===== src/rtl/router_src_arbiter.sv =====
// Packet-granular round-robin arbiter sharing the router input port between three sources.
// Beat count comes from the header length field, so a source cannot hold the port indefinitely.
module router_src_arbiter #(
  parameter int GAP_CYCLES = 2
) (
  input  logic       clock,
  input  logic       resetn,
  input  logic [2:0] req,
  input  logic [2:0] src_pkt_valid,
  input  logic [7:0] src_data_0,
  input  logic [7:0] src_data_1,
  input  logic [7:0] src_data_2,
  input  logic       router_busy,
  output logic       pkt_valid,
  output logic [7:0] data_in,
  output logic [2:0] gnt,
  output logic [2:0] src_ready,
  output logic [1:0] active_src,
  output logic       proto_err
);

  typedef enum logic [2:0] {S_IDLE, S_HDR, S_PAYLOAD, S_PARITY, S_DRAIN} state_t;

  localparam int DW = (GAP_CYCLES > 2) ? $clog2(GAP_CYCLES) : 1;
  localparam logic [DW-1:0] DRAIN_LAST = DW'((GAP_CYCLES > 0) ? GAP_CYCLES - 1 : 0);

  state_t        state;
  logic [1:0]    rr_ptr;
  logic [5:0]    count;
  logic [DW-1:0] drain_cnt;

  logic [7:0] sel_data;
  logic       sel_pv;
  logic       in_pkt;
  logic       beat;
  logic [1:0] c1, c2, pick;

  function automatic logic [1:0] next_src(input logic [1:0] s);
    return (s == 2'd2) ? 2'd0 : s + 2'd1;
  endfunction

  // NOTE: every variable gets a default first so no path leaves it unassigned and infers a latch.
  always_comb begin
    sel_data = 8'd0;
    sel_pv   = 1'b0;
    case (active_src)
      2'd0: begin sel_data = src_data_0; sel_pv = src_pkt_valid[0]; end
      2'd1: begin sel_data = src_data_1; sel_pv = src_pkt_valid[1]; end
      2'd2: begin sel_data = src_data_2; sel_pv = src_pkt_valid[2]; end
      default: ;
    endcase
    in_pkt = (state == S_HDR) || (state == S_PAYLOAD) || (state == S_PARITY);
    beat   = in_pkt && !router_busy;
    // Round-robin scan starting at rr_ptr; only consumed when req is non-zero.
    c1 = next_src(rr_ptr);
    c2 = next_src(c1);
    if (req[rr_ptr])  pick = rr_ptr;
    else if (req[c1]) pick = c1;
    else              pick = c2;
  end

  assign pkt_valid = (state == S_HDR) || (state == S_PAYLOAD);
  assign data_in   = in_pkt ? sel_data : 8'd0;
  assign src_ready = beat ? gnt : 3'b000;

  // NOTE: sequential state uses non-blocking assignments so every register samples pre-edge values.
  always_ff @(posedge clock or negedge resetn) begin
    if (!resetn) begin
      state      <= S_IDLE;
      gnt        <= 3'b000;
      active_src <= 2'd3;
      rr_ptr     <= 2'd0;
      count      <= 6'd0;
      drain_cnt  <= '0;
      proto_err  <= 1'b0;
    end else begin
      // Source pkt_valid must be high on header/payload beats and low on the parity beat.
      proto_err <= beat && (sel_pv != (state != S_PARITY));
      case (state)
        S_IDLE: begin
          if (|req) begin
            gnt        <= 3'b001 << pick;
            active_src <= pick;
            state      <= S_HDR;
          end
        end
        S_HDR: begin
          if (beat) begin
            count <= sel_data[7:2];
            state <= (sel_data[7:2] == 6'd0) ? S_PARITY : S_PAYLOAD;
          end
        end
        S_PAYLOAD: begin
          if (beat) begin
            count <= count - 6'd1;
            if (count == 6'd1) state <= S_PARITY;
          end
        end
        S_PARITY: begin
          if (beat) begin
            state      <= S_DRAIN;
            rr_ptr     <= next_src(active_src);
            gnt        <= 3'b000;
            active_src <= 2'd3;
            drain_cnt  <= '0;
          end
        end
        S_DRAIN: begin
          // Gap lets the router finish its parity states before another header arrives.
          if (drain_cnt != DRAIN_LAST) drain_cnt <= drain_cnt + 1'b1;
          else if (!router_busy)       state     <= S_IDLE;
        end
        default: state <= S_IDLE;
      endcase
    end
  end

endmodule


===== config.mk =====
export PLATFORM = sky130hd
export DESIGN_NAME = router_src_arbiter
export DESIGN_NICKNAME = d
export VERILOG_FILES = /design/src/rtl/router_src_arbiter.sv
export SDC_FILE = /design/constraint.sdc
export NUM_CORES = 1
export LEC_CHECK = 0
export CORE_ASPECT_RATIO = 2
export CORE_MARGIN = 5
export CORE_UTILIZATION = 44
export CTS_BUF_LIST = sky130_fd_sc_hd__clkbuf_8 sky130_fd_sc_hd__clkbuf_16
export DETAILED_ROUTE_END_ITERATION = 12
export PLACE_DENSITY_LB_ADDON = 0.25
export SLEW_MARGIN = 30
export SYNTH_ARGS = -nofsm -noshare
export SYNTH_HDL_FRONTEND = slang
export SYNTH_SLANG_ARGS = --single-unit

===== constraint.sdc =====
create_clock -name clock -period 1.9 [get_ports clock]
set_input_delay 0.38 -clock clock [delete_from_list [all_inputs] [get_ports clock]]
set_output_delay 0.38 -clock clock [all_outputs]
set_load 0.01 [all_outputs]

==> results of run 1 <==
worst reg2reg max path: cells and delay by family, from the launching register on:
| kind | cells | cell delay [ns] |
|---|---|---|
| AO/OA/AOI/OAI | 3 | 0.58 |
| buffers and inverters | 2 | 0.28 |
| flip-flops | 1 | 0.58 |
| multiplexers | 1 | 0.23 |
kinds of logic (layout without fill, tap and decap cells):
kind of cell / count (synthesis) / count (layout) / share of synthesized area, %
AO/OA/AOI/OAI: 41 / 41 / 21.36
multiplexers: 13 / 13 / 9.909
flip-flops: 18 / 18 / 32.91
adder cells (fa/ha/maj): 2 / 2 / 1.818
XOR/XNOR: 2 / 2 / 1.273
AND/OR/NAND/NOR: 72 / 72 / 26.82
buffers and inverters: 15 / 92 / 5.908
metrics by stage:
step	cell area, um2	hold slack (ns)	std cells	worst slack [ns]	total power, uW
finish	2227	0.4696	270	-0.05475	3742
global route	2227	0.4945	270	-0.1453	4065
CTS	2212	0.4747	270	-0.06266	3723
detailed placement	2083	0.4983	260	-0.2228	3304
global placement	2083	0.4857	260	-0.1965	3229
floorplan	1376	0.08441	163	0.1297	2165
power by group through the flow:
stage	sequential, uW	combinational [uW]	clock, uW
floorplan	711	1450	0
global placement	716	2510	0
detailed placement	731	2570	0
CTS	728	2680	318
global route	759	2980	331
finish	734	2700	309
cell usage after synthesis (2+ instances only):
cell and number:
xnor2_1 2, nor2_1 21, o21ai_0 7, o2bb2ai_1 4, and3_1 3, buf_2 7
a2bb2oi_1 5, dfrtp_1 16, a22o_1 2, mux2i_1 11, nor3_1 5, a21oi_1 9
buf_6 2, nand2b_1 2, nand2_1 21, nand3_1 3, dfstp_2 2, nor3b_1 2
ha_1 2, inv_1 4, nor2b_1 5, nand3b_1 2
cell type report:
class                   instances  area (um2)
clock buffers                   4       55.05
fillers                       220       750.7
inverters                       4       15.01
multi-input cells             130       914.6
flip-flops and latches         18       452.9
well taps                      30       37.54
repair buffers                 84       752.0
cells in the final DEF, fill, tap and decap left out, drive strengths merged, types with 5 or more instances in the layout:
cell type / synthesis / final
o21ai: 8 / 8
mux2i: 11 / 11
buf: 9 / 42
nor2: 21 / 21
clkdlybuf4s50: 0 / 37
dfrtp: 16 / 16
nor2b: 5 / 5
a21oi: 9 / 9
nor3: 6 / 6
nand2: 21 / 21
a2bb2oi: 5 / 5
path summary, 6_finish.rpt:
kind                                from       endpoint  cells past startpoint
max in group asynchronous         resetn  active_src[0]                      2
min                               resetn         gnt[0]                      2
min in group clock              count[1]       count[1]                      2
max                        active_src[1]     data_in[6]                      5
min reg2reg                     count[1]       count[1]                      2
max reg2reg                active_src[1]       count[5]                      6
per-layer routing:
| metal | vias up | routed length (um) |
|---|---|---|
| met5 | - | 0 |
| met4 | 0 | 133 |
| met3 | 12 | 161 |
| met2 | 50 | 2647 |
| met1 | 734 | 1541 |
| li1 | 741 | - |
state kept, by name, summed over array words and instances, names as in the netlist:
signal / flops
drain_cnt: 1
proto_err: 1
count: 6
active_src: 2
rr_ptr: 2
state: 3
gnt: 3
what timing repair did:
item                       CTS  global route
setup buffers                5             1
hold buffers                 0             0
resized for setup           53             6
pin swaps                    2             4
cloned                       1             0
setup endpoints to repair   12            11
==> impl_metrics.json, run 1 <==
{
  "syn_inst": 163,
  "use_met2_pct": 42.11,
  "syn_area_mm2": 0.001376,
  "slew_headroom_pct": 61.26,
  "synthArstFlopShare_pct": 100.0,
  "grt_pass1_wl_um": 7548,
  "rsz0062_at_grt": "true",
  "synth-seq-area-share_pct": 32.91,
  "drt-initial-drc-count": 51,
  "place_hpwl_um": 3425,
  "die_area_mm2": 0.004414,
  "crit_buf_inv": 2,
  "nNetsFinal": 276,
  "clkPwrFrac_pct": 8.2,
  "combPwrFrac_pct": 72.1,
  "start_util_pct": 46.22,
  "cts_buffers": 3,
  "synth_edf_count": 0,
  "crit_slowest_cell": "dfstp_2",
  "rows": 28,
  "die_h_um": 89.10,
  "drv_slew": 0,
  "violations": "setup timing",
  "worst_path_largest_cell_delay_ns": 0.58,
  "finalCriticalPeriod_ns": 1.955,
  "critPathTopFamily": "flip-flops",
  "grt_max_degree": 19,
  "netlist-cell-type-count": 48,
  "power_leakage_uw": 0.0009895,
  "viasPerCell": 5.693,
  "top_usage_layer": "met2",
  "finalCritPeriodShare_pct": 102.9,
  "p_seq_share_pct": 19.6,
  "cts_sinks": 18,
  "worst_slew_pin_slew_ns": 0.5757,
  "start_kind": "flip-flop",
  "wl_per_cell_um": 16.60,
  "drtAntennaViolNets": 0,
  "status": "complete, but fails checks",
  "worstPathRequired_ns": 1.52,
  "fp.dieW_um": 49.55,
  "cap_violations": 0,
  "diodes": 0,
  "crit_chain": "buf_12, mux2i_4, a2bb2oi_2, nor2_1, buf_2",
  "grt_pass1_vias": 1627,
  "drive_above_1_share_pct": 28.33,
  "peakVddDrop_mv": 1.137,
  "avgSynthCellArea_um2": 8.444,
  "vias": 1537,
  "fin_setup_tns_ns": -0.1748,
  "cts_buffer_depth": 2,
  "arrival_ns": 1.57,
  "ff2ff_setup_slack_ns": 0.13,
  "grt_use_met1_pct": 21.74,
  "core_mm2": 0.002978,
  "finalSetupViolCount": 6,
  "cts_tree": "done",
  "clkLatencyLatePin_ns": 0.25,
  "first_pass_iters": 4,
  "io_pins": 51,
  "cts-root-buf": "clkbuf_8",
  "p_per_area_mw_per_mm2": 1680,
  "hp-class": "input port to async pin",
  "grt_use_met3_pct": 2.504,
  "yosysTopAreaCell": "dfrtp_1",
  "synth_flop_cell": "dfrtp_1",
  "synth.net_count": 198,
  "antenna_found_initial": 0,
  "worstSetupPathType": "flip-flop to output port",
  "finalClockSkew_ns": 0.004922,
  "areaGrowthSynthToFinish_pct": 61.82,
  "synth-seq-cells": 18,
  "global_route.overflow_total": 0,
  "power_switching_uw": 1571,
  "cts_max_level": 1,
  "synth_top_area_share_pct": 29.09,
  "synth_area_leaders": "dfrtp_1 29%, mux2i_1 8.0%, nand2_1 5.7%",
  "final_hold_viol_count": 0,
  "routed_wl_um": 4483,
  "swShare_pct": 41.97,
  "portBuffers": 50,
  "fmax_mhz": 511.6,
  "end_kind": "output port",
  "ys.warnings.count": 0,
  "globalplace.congestion": 0.8809,
  "worst_slack_ns": -0.05475,
  "grt_use_total_pct": 21.40,
  "critPathMaxFanout": 6,
  "clkTransAtPathRegs_ns": 0.07,
  "utilization_pct": 74.79,
  "internal_power_uw": 2172,
  "drc": 0
}
No activity file was read; power rests on OpenSTA's default activity.
==> run 2, diff against run 1 <==
--- a/config.mk
+++ b/config.mk
@@ -5,12 +5,12 @@
 export SDC_FILE = /design/constraint.sdc
 export NUM_CORES = 1
 export LEC_CHECK = 0
-export CORE_ASPECT_RATIO = 2
 export CORE_MARGIN = 5
 export CORE_UTILIZATION = 44
 export CTS_BUF_LIST = sky130_fd_sc_hd__clkbuf_8 sky130_fd_sc_hd__clkbuf_16
 export DETAILED_ROUTE_END_ITERATION = 12
 export PLACE_DENSITY_LB_ADDON = 0.25
+export SKIP_CTS_REPAIR_TIMING = 1
 export SLEW_MARGIN = 30
 export SYNTH_ARGS = -nofsm -noshare
 export SYNTH_HDL_FRONTEND = slang
==> run 2 against run 1 <==
Net effect:
- global-route usage fell by 2.5 points
- register-to-register slack worse by 0.07 ns
- the flow still finishes with violations (setup timing)
- sequential share of layout area shrank 0.26 points
- utilization decreased by 0.29 points
==> impl_metrics.json, run 2 (synthesized netlist as in run 1, its figures left out) <==
{
  "global_route.overflow_total": 0,
  "nNetsFinal": 277,
  "wl_per_cell_um": 15.06,
  "cts_sinks": 18,
  "portBuffers": 50,
  "drv_slew": 0,
  "finalClockSkew_ns": 0.002843,
  "drtAntennaViolNets": 0,
  "grt_pass1_vias": 1543,
  "cts_max_level": 1,
  "timing.hold.ws_ns": 0.4269,
  "grt_pass1_wl_um": 6465,
  "finalCriticalPeriod_ns": 2.010,
  "drive_above_1_share_pct": 28.75,
  "globalplace.congestion": 0.8266,
  "status": "complete, but fails checks",
  "final_hold_viol_count": 0,
  "fin_setup_tns_ns": -0.5141,
  "peakVddDrop_mv": 1.112,
  "core_mm2": 0.003028,
  "routed_wl_um": 4277,
  "finalCritPeriodShare_pct": 105.8,
  "drt-initial-drc-count": 109,
  "vias": 1549,
  "final_cell_mix": "37 x clkdlybuf4s50_1, 31 x buf_4, 20 x nand2_1",
  "io_pins": 51,
  "fmax_mhz": 497.5,
  "start_util_pct": 45.45,
  "worstPathRequired_ns": 1.52,
  "power_leakage_uw": 0.001062,
  "cts_tree": "done",
  "rows": 20,
  "p_per_area_mw_per_mm2": 1662,
  "rsz0062_at_grt": "true",
  "worst_slew_pin_slew_ns": 0.5518,
  "top_register": "count",
  "cts_buffers": 3,
  "rr_worst_depth": 8,
  "worstSetupPathType": "flip-flop to output port",
  "grt_max_degree": 16,
  "critPathMaxFanout": 8,
  "start_kind": "flip-flop",
  "clkTransAtPathRegs_ns": 0.07,
  "die_h_um": 65.93,
  "final_common_cell": "clkdlybuf4s50_1",
  "slew_headroom_pct": 62.87,
  "rr_endpoint": "count[3]",
  "ff2ff_setup_slack_ns": 0.06,
  "hp-class": "input port to async pin",
  "startpoint": "active_src[1]",
  "violations": "setup timing",
  "fin_area_mm2": 0.002256,
  "dp.cells": 268,
  "fin_cells": 284,
  "viasPerCell": 5.454,
  "arrival_ns": 1.63,
  "place_hpwl_um": 3103,
  "worst_slack_ns": -0.1100,
  "cts-root-buf": "clkbuf_8",
  "placed_area_mm2": 0.002056,
  "dp_slack_ns": -0.2400,
  "die_area_mm2": 0.004347,
  "antenna_found_initial": 0,
  "cap_violations": 0,
  "drc": 0,
  "end_kind": "output port",
  "grt_use_total_pct": 18.89,
  "cts_buffer_depth": 2,
  "areaGrowthSynthToFinish_pct": 63.91,
  "largest_reg_flops": 6,
  "fp.dieW_um": 65.93,
  "clkLatencyLatePin_ns": 0.25,
  "diodes": 0,
  "first_pass_iters": 4,
  "rr_startpoint": "active_src[1]",
  "finalSetupViolCount": 7,
  "reg.largest.list": "count (6), gnt (3), state (3)"
}
[run 2: changes by cell type in the layout (fill, tap and decap cells not counted), sizes merged]
cell           change
buf                -5
clkbuf             +4
clkdlybuf4s15      -3
dlygate4sd2        -2
dlymetal6s2s       +6
[run 2: how the worst max path moves through the flow]
stage,to,slack (ns),cells after the start
after floorplan,data_in[0],0.13,6
after global placement,src_ready[0],-0.21,4
after detailed placement,src_ready[2],-0.24,4
after CTS,data_in[7],-0.49,6
after global routing,data_in[4],-0.18,8
final,data_in[4],-0.11,8
[run 2: stage by stage]
stage	util [%]	power [uW]
global route	74.50	4012
detailed placement	67.89	3189
CTS	69.26	3470
floorplan	-	2165
global placement	67.89	3106
finish	74.50	3749
[run 2: final cells by class]
cell class              instances  area (um2)
multi-input cells             130       915.9
flip-flops and latches         18       452.9
fillers                       201       772.0
well taps                      44       55.05
repair buffers                 85       775.7
inverters                       4       15.01
clock buffers                   3       41.29
[run 2: power by group]
part           leakage [uW]  internal [uW]  switching [uW]
registers          0.000224            575             150
clock network     0.0000216            141             127
logic              0.000816           1450            1310
total               0.00106           2170            1580
[run 2: per-layer routing]
metal / vias to the layer above / global-route usage (%) / wire length [um]
met5: - / 0 / 0
met4: 0 / 7.868 / 66
met3: 9 / 4.422 / 348
met2: 76 / 33.29 / 2110
met1: 720 / 21.72 / 1752
li1: 744 / - / -
[run 2: critical path, cell delays in order (launching register included)]
cell,delay [ns]
dfstp_2,0.57
buf_12,0.15
buf_4,0.11
buf_6,0.08
buf_4,0.10
nor2_2,0.04
a21oi_2,0.11
nor2_1,0.07
buf_2,0.14
==> run 3, diff against run 2 <==
--- a/config.mk
+++ b/config.mk
@@ -5,7 +5,7 @@
 export SDC_FILE = /design/constraint.sdc
 export NUM_CORES = 1
 export LEC_CHECK = 0
-export CORE_MARGIN = 5
+export CORE_MARGIN = 1
 export CORE_UTILIZATION = 44
 export CTS_BUF_LIST = sky130_fd_sc_hd__clkbuf_8 sky130_fd_sc_hd__clkbuf_16
 export DETAILED_ROUTE_END_ITERATION = 12
==> run 3 against run 2 <==
Net effect:
- the run ends with DRC, setup timing left
- sequential share of layout area fell by 0.34 points
- maximum frequency shrank 0.37%
- sequential cell count is the same
- worst hold slack better by 0.016 ns
- utilization grew 5.9 points
- sequential power hardly changed
- critical endpoint is now data_in[2]
- non-clock buffer count up 4
- largest power group unchanged
- clock-buffer cell count grew 1
- wire length up 1.9%
- highest routed layer unchanged
- clock skew is 0.00074 ns lower
==> impl_metrics.json, run 3 (synthesized netlist as in run 1, its figures left out) <==
{
  "status": "complete, but fails checks",
  "violations": "DRC, setup timing",
  "fp.dieW_um": 57.93,
  "grt_pass1_vias": 1421,
  "drtAntennaViolNets": 0,
  "drive_above_1_share_pct": 29.80,
  "antenna_found_initial": 0,
  "cts_buffers": 3,
  "end_kind": "output port",
  "finalSetupViolCount": 8,
  "finalCritPeriodShare_pct": 106.2,
  "cts_buffer_depth": 2,
  "timing.hold.ws_ns": 0.4434,
  "drc": 3,
  "clkTransAtPathRegs_ns": 0.07,
  "place_hpwl_um": 3027,
  "die_area_mm2": 0.003356,
  "seqCellArea_um2": 452.9,
  "die_h_um": 57.93,
  "first_pass_iters": 8,
  "worstSetupPathType": "flip-flop to output port",
  "rows": 19,
  "top_register": "count",
  "cts_sinks": 18,
  "fmax_mhz": 495.7,
  "drt-initial-drc-count": 60,
  "peakVddDrop_mv": 0.9336,
  "finalCriticalPeriod_ns": 2.018,
  "reg.largest.list": "count (6), gnt (3), state (3)",
  "clkLatencyLatePin_ns": 0.26,
  "critPathMaxFanout": 6,
  "cts_max_level": 1,
  "rr_startpoint": "active_src[1]",
  "cts-root-buf": "clkbuf_8",
  "worstPathRequired_ns": 1.52,
  "worst_slew_pin_slew_ns": 0.4255,
  "arrival_ns": 1.64,
  "global_route.overflow_total": 0,
  "diodes": 0,
  "areaGrowthSynthToFinish_pct": 66.73,
  "fillers": 181,
  "start_util_pct": 48.25,
  "multi_input_area_um2": 912.1,
  "worst_slack_ns": -0.1175,
  "rr_worst_depth": 7,
  "nNetsFinal": 281,
  "final_hold_viol_count": 0,
  "core_mm2": 0.002853,
  "placed_area_mm2": 0.002064,
  "start_kind": "flip-flop",
  "cap_violations": 0,
  "wl_per_cell_um": 15.79,
  "rsz0062_at_grt": "true",
  "final_cell_mix": "36 x clkdlybuf4s50_1, 34 x buf_4, 20 x nor2_1, 20 x nand2_1, 16 x dfrtp_1",
  "hp-class": "input port to async pin",
  "fin_setup_tns_ns": -0.5941,
  "ff2ff_setup_slack_ns": 0.05,
  "fin_area_mm2": 0.002295,
  "final_common_cell": "clkdlybuf4s50_1",
  "utilization_pct": 80.44,
  "cts_tree": "done",
  "routed_wl_um": 4357,
  "grt_pass1_wl_um": 6210,
  "vias": 1555,
  "portBuffers": 50,
  "largest_reg_flops": 6,
  "grt_use_total_pct": 24.18,
  "globalplace.congestion": 0.7977,
  "io_pins": 51,
  "p_per_area_mw_per_mm2": 1679,
  "viasPerCell": 5.634,
  "grt_max_degree": 19,
  "power_uw": 3853,
  "power_leakage_uw": 0.001108,
  "finalClockSkew_ns": 0.002101,
  "drv_slew": 0,
  "slew_headroom_pct": 71.26,
  "rr_endpoint": "count[5]"
}
run 3: layout make-up:
class / count / share of cell area (%)
Inverter: 4 / 0.6543
Timing Repair Buffer: 89 / 35.77
Multi-Input combinational cell: 130 / 39.75
Sequential cell: 18 / 19.74
Tap cell: 31 / 1.690
Clock buffer: 4 / 2.399
run 3: worst max-delay path by stage:
stage,to,cells after the start,slack (ns),start
3_3_place_gp,data_in[5],5,-0.19,src_data_0[5]
4_1_cts,data_in[6],5,-0.46,active_src[1]
3_5_place_dp,data_in[5],5,-0.29,src_data_0[5]
6_report,data_in[2],5,-0.12,active_src[1]
5_1_grt,data_in[2],5,-0.19,active_src[1]
2_1_floorplan,data_in[0],6,0.13,active_src[1]
run 3: per-stage QoR:
| step | cells | worst slack (ns) |
|---|---|---|
| 2_1_floorplan | 163 | 0.1297 |
| 3_3_place_gp | 260 | -0.1879 |
| 3_5_place_dp | 260 | -0.2867 |
| 4_1_cts | 264 | -0.4604 |
| 5_1_grt | 276 | -0.1856 |
| 6_report | 276 | -0.1175 |
run 3: critical path, cell delays in order, from the launching register on:
cell	delay (ns)
dfstp_2	0.61
buf_12	0.15
mux2i_2	0.23
a2bb2oi_2	0.17
nor2_1	0.05
dlymetal6s2s_1	0.16
run 3: metal layers:
metal	part of all wire, %	wire length, um	track usage [%]	vias to the layer above
met5	0	0	0	-
met4	2.9	127	8.844	0
met3	3.3	144	4.688	12
met2	52	2261	44.99	41
met1	42	1824	27.12	746
li1	-	-	-	756
run 3: power by group:
group	internal (uW)	switching [uW]	total, uW
logic	1490	1320	2810
clock network	185	134	319
registers	576	152	728
==> variant, RTL diff (flow settings as in run 3) <==
Change the parameter `GAP_CYCLES` from 2 to 1.
--- a/src/rtl/router_src_arbiter.sv
+++ b/src/rtl/router_src_arbiter.sv
@@ -2,5 +2,5 @@
 // Beat count comes from the header length field, so a source cannot hold the port indefinitely.
 module router_src_arbiter #(
-  parameter int GAP_CYCLES = 2
+  parameter int GAP_CYCLES = 1
 ) (
   input  logic       clock,
Formal check against the unedited RTL: not equivalent (Yosys sat finds a counterexample within 10 cycles, from zero or initial values and one cycle with resetn low).
==> variant against run 3 <==
  * The flow finishes with violations (negative setup slack)
  * Sequential cell count decreased by 1
  * Count of clock-buffer cells in the layout is 1 lower
  * Synthesized area shrank 8.7%
  * Via count shrank 9.2%
  * Total power fell by 14%
  * Final area is 9.8% lower
  * Worst setup slack improved by 0.045 ns
  * Wire length down 17%
  * Critical path depth increased by 1
  * Combinational power is 16% lower
  * Worst hold slack worse by 0.052 ns
  * Critical path type unchanged
==> variant: results (changes against run 3) <==
stage;metric;value;unit;change
finish;Net count, final;259;;was 281
yosys;Unique masters post-synth;44;;was 48
place;Placed Instances;247;;was 260
sta;Slew headroom;70.0;%;was 71.3%
setup_path;CP arrival;1.59;ns;was 1.64 ns
detailed_routing;routed wire length;3.63;mm;was 4.36 mm
yosys;Mapped Nets;184;;was 198
run_status;outcome;finished, violations left;;unchanged
setup_path;worst flop-to-flop path endpoint;state[0]$_DFFE_PN0P_;;was count[5]$_DFFE_PN0P_
yosys;YS warnings;0;;unchanged
sta;Clock Skew;0.00258;ns;was 0.00210 ns
setup_path;worst setup path endpoint;data_in[4];;was data_in[2]
pwr;Leakage;0.965;nW;was 1.11 nW
place;DP Worst Slack;-0.272;ns;was -0.287 ns
yosys;synth cell count leaders;24 x nor2_1, 15 x dfrtp_1, 13 x a21oi_1;;was 21 x nand2_1, 21 x nor2_1, 16 x dfrtp_1
setup_path;CP max stage delay;0.59;ns;was 0.61 ns
finish;share of layout cells above drive strength 1;27.4;%;was 29.8%
detailed_routing;routed vias/inst;5.56;;was 5.63
sta;crit path setup slack, layout;-0.0726;ns;was -0.118 ns
yosys;ranking of synthesized cells by area;dfrtp_1 30%, mux2i_1 7.2%, nor2_1 7.2%;;was dfrtp_1 29%, mux2i_1 8.0%, nand2_1 5.7%
global_routing;vias in the first global route;1353;;was 1,421
pwr;Max rail drop VDD;0.00110;V;was 0.000934 V
sta;setup violators final;8;;unchanged
place;Post-DP HPWL;2.70;mm;was 3.03 mm
setup_path;setup slack, reg-to-reg;0;ns;was 0.05 ns
yosys;Mapped Cells;149;;was 163
detailed_routing;initial DRC count;48;;was 60
detailed_routing;DR pass1 iterations;4;;was 8
run_status;failing checks;negative setup slack;;was design-rule violations, negative setup slack
yosys;sequential share of the synthesized area;34.1;%;was 32.9%
-- variant: metrics by stage --
stage	TNS [ns]	cell area, µm²
5_1_grt	-1.17	2070
3_3_place_gp	-1.87	1940
3_5_place_dp	-2.33	1940
4_1_cts	-4.33	1990
6_report	-0.310	2070
2_1_floorplan	0	1260
-- variant: worst min path at each step --
stage                        from               endpoint  slack [ns]  cells after the start
2_1_floorplan              resetn   count[0]$_DFFE_PN0P_        0.08                      0
3_3_place_gp   gnt[0]$_DFFE_PN0P_     gnt[0]$_DFFE_PN0P_        0.49                      2
3_5_place_dp   gnt[0]$_DFFE_PN0P_     gnt[0]$_DFFE_PN0P_        0.50                      2
4_1_cts                    resetn  rr_ptr[0]$_DFFE_PN0P_        0.40                      1
5_1_grt                    resetn  rr_ptr[0]$_DFFE_PN0P_        0.40                      1
6_report                   resetn  rr_ptr[0]$_DFFE_PN0P_        0.39                      1
-- variant: per-layer routing --
metal	part of all wire, %	track usage, %
met2	50	39.9
met3	7.9	5.15
met1	40	29.3
met4	1.9	8.93
met5	0	0
-- variant: cell type report --
class                   count  area [µm²]
inverters                   5        18.8
flip-flops and latches     17         428
multi-input cells         119         815
clock buffers               3        41.3
clock inverters             1        5.00
well taps                  31        38.8
fillers                   187         664
repair buffers             78         723
-- variant: kinds of logic after synthesis --
kind of cell,after synthesis,share of synthesized area [%]
and+or+nand+nor,59,23.1
DFF,17,34.1
adders and majority gates,2,1.99
muxes,12,9.86
AOI/OAI and AO/OA,44,23.7
buffers and inverters,13,5.87
xor gates and xnor gates,2,1.39
-- variant: worst reg2reg max path: cells and delay by family (launching register included) --
kind	cells	cell delay (ns)
buf+inv	2	0.29
mux	1	0.23
simple gates	2	0.43
flops	1	0.59
compound gates	2	0.27
-- variant: where the power goes --
group	internal [mW]	switching [mW]	leakage (nW)
Sequential	0.543	0.142	0.211
Clock	0.145	0.123	0.0255
Combinational	1.21	1.16	0.728
